`src/rtl/video_timing.sv`:
```
// Runtime-reprogrammable video timing generator: pixel/line counters, syncs, DE, strobes.
// Define VIDEO_TIMING_RUNTIME_EN to enable the cfg_* shadow registers; otherwise timing is fixed.
module video_timing #(
    parameter int unsigned CORDW  = 11,
    parameter int unsigned FRAMEW = 16,
    parameter int unsigned HA_END = 1279,
    parameter int unsigned HS_STA = 1287,
    parameter int unsigned HS_END = 1319,
    parameter int unsigned LINE   = 1359,
    parameter int unsigned VA_END = 719,
    parameter int unsigned VS_STA = 726,
    parameter int unsigned VS_END = 734,
    parameter int unsigned SCREEN = 740,
    parameter bit          HS_POL = 1'b0,
    parameter bit          VS_POL = 1'b0
) (
    input  logic              clk_pix,
    input  logic              rst_pix_n,
    input  logic [CORDW-1:0]  cfg_ha_end,
    input  logic [CORDW-1:0]  cfg_hs_sta,
    input  logic [CORDW-1:0]  cfg_hs_end,
    input  logic [CORDW-1:0]  cfg_line,
    input  logic [CORDW-1:0]  cfg_va_end,
    input  logic [CORDW-1:0]  cfg_vs_sta,
    input  logic [CORDW-1:0]  cfg_vs_end,
    input  logic [CORDW-1:0]  cfg_screen,
    input  logic              cfg_hs_pol,
    input  logic              cfg_vs_pol,
    input  logic              cfg_load,
    output logic              cfg_busy,
    input  logic [CORDW-1:0]  irq_line,
    output logic [CORDW-1:0]  sx,
    output logic [CORDW-1:0]  sy,
    output logic              hsync,
    output logic              vsync,
    output logic              de,
    output logic              frame_start,
    output logic              line_start,
    output logic              line_irq,
    output logic [FRAMEW-1:0] frame_cnt
);

    typedef struct packed {
        logic [CORDW-1:0] ha_end;
        logic [CORDW-1:0] hs_sta;
        logic [CORDW-1:0] hs_end;
        logic [CORDW-1:0] line;
        logic [CORDW-1:0] va_end;
        logic [CORDW-1:0] vs_sta;
        logic [CORDW-1:0] vs_end;
        logic [CORDW-1:0] screen;
        logic             hs_pol;
        logic             vs_pol;
    } timing_t;

    localparam timing_t DEFAULTS = '{
        ha_end: CORDW'(HA_END),
        hs_sta: CORDW'(HS_STA),
        hs_end: CORDW'(HS_END),
        line:   CORDW'(LINE),
        va_end: CORDW'(VA_END),
        vs_sta: CORDW'(VS_STA),
        vs_end: CORDW'(VS_END),
        screen: CORDW'(SCREEN),
        hs_pol: HS_POL,
        vs_pol: VS_POL
    };

    timing_t          w_act;
    timing_t          w_nxt;
    logic             w_last_x;
    logic             w_last_y;
    logic             w_frame_next;
    logic [CORDW-1:0] w_nx;
    logic [CORDW-1:0] w_ny;

    logic [CORDW-1:0]  r_sx;
    logic [CORDW-1:0]  r_sy;
    logic              r_hsync;
    logic              r_vsync;
    logic              r_de;
    logic              r_frame_start;
    logic              r_line_start;
    logic              r_line_irq;
    logic [FRAMEW-1:0] r_frame_cnt;
    logic              r_started;

`ifdef VIDEO_TIMING_RUNTIME_EN
    timing_t r_pend;
    timing_t r_act;
    timing_t w_cfg;
    logic    r_busy;

    assign w_cfg = '{
        ha_end: cfg_ha_end, hs_sta: cfg_hs_sta, hs_end: cfg_hs_end, line: cfg_line,
        va_end: cfg_va_end, vs_sta: cfg_vs_sta, vs_end: cfg_vs_end, screen: cfg_screen,
        hs_pol: cfg_hs_pol, vs_pol: cfg_vs_pol
    };

    // A load coincident with the frame wrap still applies the older pending set first.
    always_ff @(posedge clk_pix or negedge rst_pix_n) begin
        if (!rst_pix_n) begin
            r_pend <= DEFAULTS;
            r_act  <= DEFAULTS;
            r_busy <= 1'b0;
        end else begin
            if (w_frame_next && r_busy) begin
                r_act <= r_pend;
            end
            if (cfg_load) begin
                r_pend <= w_cfg;
                r_busy <= 1'b1;
            end else if (w_frame_next) begin
                r_busy <= 1'b0;
            end
        end
    end

    assign w_act    = r_act;
    assign w_nxt    = (w_frame_next && r_busy) ? r_pend : r_act;
    assign cfg_busy = r_busy;
`else
    logic w_unused;

    assign w_unused = ^{cfg_ha_end, cfg_hs_sta, cfg_hs_end, cfg_line, cfg_va_end, cfg_vs_sta,
                        cfg_vs_end, cfg_screen, cfg_hs_pol, cfg_vs_pol, cfg_load};
    assign w_act    = DEFAULTS;
    assign w_nxt    = DEFAULTS;
    assign cfg_busy = 1'b0;
`endif

    // Wrap uses the current set; decode of the next pixel uses the set that will govern it.
    always_comb begin
        w_last_x     = (r_sx == w_act.line);
        w_last_y     = (r_sy == w_act.screen);
        w_frame_next = w_last_x && w_last_y;
        w_nx         = w_last_x ? '0 : r_sx + CORDW'(1);
        w_ny         = r_sy;
        if (w_last_x) begin
            w_ny = w_last_y ? '0 : r_sy + CORDW'(1);
        end
    end

    always_ff @(posedge clk_pix or negedge rst_pix_n) begin
        if (!rst_pix_n) begin
            r_sx          <= DEFAULTS.line;
            r_sy          <= DEFAULTS.screen;
            r_hsync       <= ~DEFAULTS.hs_pol;
            r_vsync       <= ~DEFAULTS.vs_pol;
            r_de          <= 1'b0;
            r_frame_start <= 1'b0;
            r_line_start  <= 1'b0;
            r_line_irq    <= 1'b0;
            r_frame_cnt   <= '0;
            r_started     <= 1'b0;
        end else begin
            r_sx          <= w_nx;
            r_sy          <= w_ny;
            r_de          <= (w_nx <= w_nxt.ha_end) && (w_ny <= w_nxt.va_end);
            r_hsync       <= ((w_nx >= w_nxt.hs_sta) && (w_nx < w_nxt.hs_end)) ?
                             w_nxt.hs_pol : ~w_nxt.hs_pol;
            r_vsync       <= ((w_ny >= w_nxt.vs_sta) && (w_ny < w_nxt.vs_end)) ?
                             w_nxt.vs_pol : ~w_nxt.vs_pol;
            r_frame_start <= w_frame_next;
            r_line_start  <= w_last_x;
            r_line_irq    <= w_last_x && (w_ny == irq_line);
            if (w_frame_next) begin
                r_started <= 1'b1;
                if (r_started) begin
                    r_frame_cnt <= r_frame_cnt + FRAMEW'(1);
                end
            end
        end
    end

    assign sx          = r_sx;
    assign sy          = r_sy;
    assign hsync       = r_hsync;
    assign vsync       = r_vsync;
    assign de          = r_de;
    assign frame_start = r_frame_start;
    assign line_start  = r_line_start;
    assign line_irq    = r_line_irq;
    assign frame_cnt   = r_frame_cnt;

endmodule
```
`config.mk`:
```
export PLATFORM = sky130hd
export DESIGN_NAME = video_timing
export DESIGN_NICKNAME = d
export VERILOG_FILES = /design/src/rtl/video_timing.sv
export SDC_FILE = /design/constraint.sdc
export NUM_CORES = 1
export LEC_CHECK = 0
export BUFFER_PORTS_ARGS = -buffer_cell sky130_fd_sc_hd__buf_2
export CAP_MARGIN = 20
export CORE_UTILIZATION = 30
export CTS_BUF_LIST = sky130_fd_sc_hd__clkbuf_8
export DETAILED_ROUTE_END_ITERATION = 10
export PLACE_DENSITY_LB_ADDON = 0.2
export SYNTH_ARGS = -nofsm -noshare
export SYNTH_HDL_FRONTEND = slang
export SYNTH_SLANG_ARGS = --single-unit
```
`constraint.sdc`:
```
create_clock -name clk_pix -period 2.25 [get_ports clk_pix]
set_input_delay 0.675 -clock clk_pix [delete_from_list [all_inputs] [get_ports clk_pix]]
set_output_delay 0.675 -clock clk_pix [all_outputs]
set_load 0.02 [all_outputs]
```
==> results_dict.tcl <==
set metrics [dict create \
    finClkSkew_ns 0.0110 \
    drt_iter0_drc 80 \
    numClockSinks 45 \
    p_sw_frac 0.234 \
    core_area_mm2 0.00876 \
    clockBufferDepth 2 \
    multi_input_area_mm2 0.00164 \
    syn_nets 384 \
    seq_area_frac_synth 0.419 \
    place.gp.congestion 0.833 \
    place_area_mm2 0.00353 \
    power.switching_mw 0.319 \
    overflow 0 \
    synth-main-ff-cell "dfrtp_1" \
    yosysTopAreaCell "dfrtp_1" \
    setup_viol 0 \
    combPwrFrac 0.043 \
    routedWlPerCell_um 14.6 \
    required_ns 2.45 \
    synth.area.top_cells "dfrtp_1, dfstp_2, xor2_1" \
    finalHoldViolCount 0 \
    start_util 0.312 \
    area_growth_pct 41.4 \
    status "finished, final reports clean" \
    fillCellCount 885 \
    place_hpwl_mm 5.52 \
    ys.warnings.count 0 \
    cts_tree "built" \
    fin_cells 501 \
    start_kind "register" \
    layout_commonest_cell "buf_4" \
    antenna_found_initial 0 \
    final_cell_mix "buf_4, buf_2, dfrtp_1" \
    fmax_mhz 449 \
    crit_arrival_ns 2.42 \
    syn_inst 275 \
    synth_top_area_share 0.284 \
    critPathMaxFanout 6 \
    ioPinCount 149 \
    numCtsBuffers 5 \
    via_per_inst 4.97 \
    synth_seq_cells 45 \
    placed_cells 484 \
    cts_root_buf "clkbuf_8" \
    rsz0062_at_grt "yes" \
    synth_edf_count 0 \
    ys_types 61 \
    fin_area_mm2 0.00386 \
    insertion_delay_ns 0.30 \
    whs_ns 0.327 \
    ant_nets 0 \
    antenna_cells 0 \
    synth_area_per_cell_um2 9.93 \
    clk_pin_slew_ns 0.09 \
    layout.nets 501 \
    report.final.slew_viol_count 0 \
    drt_pre_antenna_iters 4 \
    drcViolationCount 0 \
    io_buffers 56 \
    drive_above_1_share 0.476 \
    hp-class "in -> async" \
    fp.dieH_um 97.4 \
    critical_path_class "reg -> reg" \
    end_kind "register" \
    seq_power_share 0.593 \
    fin_setup_tns_ns 0 \
    synthArstFlopShare 1.00 \
    syn-cell-area_mm2 0.00273 \
    p_int_mw 1.05 \
    clockPowerShare 0.364 \
    gr-usage-all-layers 0.156 \
    grt_pass1_vias 2331 \
    seqCellArea_mm2 0.00114 \
    rows 34 \
    leakage_nw 1.81 \
    peakVddDrop_uv 191 \
    maxCapViolations 0 \
    ctsHtreeMaxLevel 2 \
    via_count 2488 \
    grt_max_degree 27 \
    period_share 0.991 \
    power.density_mw_per_mm2 354 \
    routed_wl_mm 7.33 \
    period_minus_slack_ns 2.23 \
    dieWidth_um 97.4 \
    dieArea_mm2 0.00949 \
    grt_pass1_wl_mm 11.9 \
]
[sequential cells by signal, summed over array words and instances, names as in the netlist]
name and count:
frame_cnt 16, sx 11, sy 11, de 1
frame_start 1, hsync 1, line_irq 1, line_start 1
r_started 1, vsync 1
[critical path, cell delays in order, from the launching register on]
cell and delay (ns):
dfstp_2 0.57, ha_4 0.16, and3_4 0.22, nand3_4 0.13, or4_4 0.54, buf_4 0.15
a21oi_2 0.13, nor3b_2 0.07, nor4b_2 0.16
[synth_stat cells (4+ instances only)]
cell type,n
nand3_1,16
buf_4,5
nor2_1,19
or4_1,4
nand2_1,22
inv_1,11
mux2i_1,4
o21ai_0,8
ha_1,5
xor2_1,15
dfstp_2,14
and3_1,4
xnor2_1,14
a21oi_1,7
nor4_1,6
nor3_1,9
nand4_1,15
dfrtp_1,31
[area by class of cell]
class                   instances  area share
inverters                      11      0.0107
flip-flops and latches         45       0.297
repair buffers                122       0.210
clock buffers                   5      0.0178
well taps                     108      0.0350
multi-input cells             207       0.426
clock inverters                 3     0.00389
[final timing paths]
path | slack [ns] | cells after the start | end | startpoint
worst min-delay path | 0.33 | 1 | line_irq$_DFF_PN0_ | rst_pix_n
max in group asynchronous | 1.33 | 2 | sx[8]$_DFF_PN1_ | rst_pix_n
worst max register to register | 0.02 | 8 | line_irq$_DFF_PN0_ | sx[1]$_DFF_PN1_
worst min register to register | 0.47 | 1 | frame_cnt[15]$_DFFE_PN0P_ | frame_cnt[15]$_DFFE_PN0P_
worst max-delay path | 0.02 | 8 | line_irq$_DFF_PN0_ | sx[1]$_DFF_PN1_
min in group clk_pix | 0.47 | 1 | frame_cnt[15]$_DFFE_PN0P_ | frame_cnt[15]$_DFFE_PN0P_
[cell families (layout without fill, tap and decap cells)]
kind of cell               after synthesis  after routing  share of synthesized area
other                                    1              1                    0.00137
xor gates and xnor gates                32             32                      0.115
AOI/OAI and AO/OA                       34             34                     0.0866
DFF                                     45             45                      0.419
adders and majority gates                5              5                     0.0229
buffers and inverters                   23            141                     0.0435
and+or+nand+nor                        129            129                      0.288
muxes                                    6              6                     0.0229
[through the flow]
step	util	worst slack, ns	power, mW
floorplan	-	-0.0506	0.843
global route	0.440	-0.0955	1.44
finish	0.440	0.0208	1.37
global placement	0.403	-0.108	0.884
CTS	0.426	-0.0347	1.40
detailed placement	0.403	-0.0930	0.884
[power by group through the flow]
| stage | logic [mW] | registers, mW | clock network, mW |
|---|---|---|---|
| after floorplan | 0.0180 | 0.825 | 0 |
| after global placement | 0.0592 | 0.824 | 0 |
| after detailed placement | 0.0596 | 0.824 | 0 |
| after CTS | 0.0607 | 0.810 | 0.526 |
| after global routing | 0.0665 | 0.810 | 0.560 |
| final | 0.0593 | 0.809 | 0.497 |
[repair_timing]
action / in CTS / in global routing
hold buffers: 0 / 0
pin swaps: 6 / 13
setup endpoints to repair: 6 / 7
gates resized for setup: 18 / 13
setup buffers: 2 / 7
[routing by layer]
| metal | wire [µm] | up-vias | track usage |
|---|---|---|---|
| met3 | 287 | 5 | 0.0309 |
| met5 | 0 | - | 0 |
| li1 | - | 1225 | - |
| met4 | 68 | 0 | 0.0396 |
| met2 | 3460 | 48 | 0.248 |
| met1 | 3520 | 1210 | 0.218 |
No activity file was read; power rests on OpenSTA's default activity.
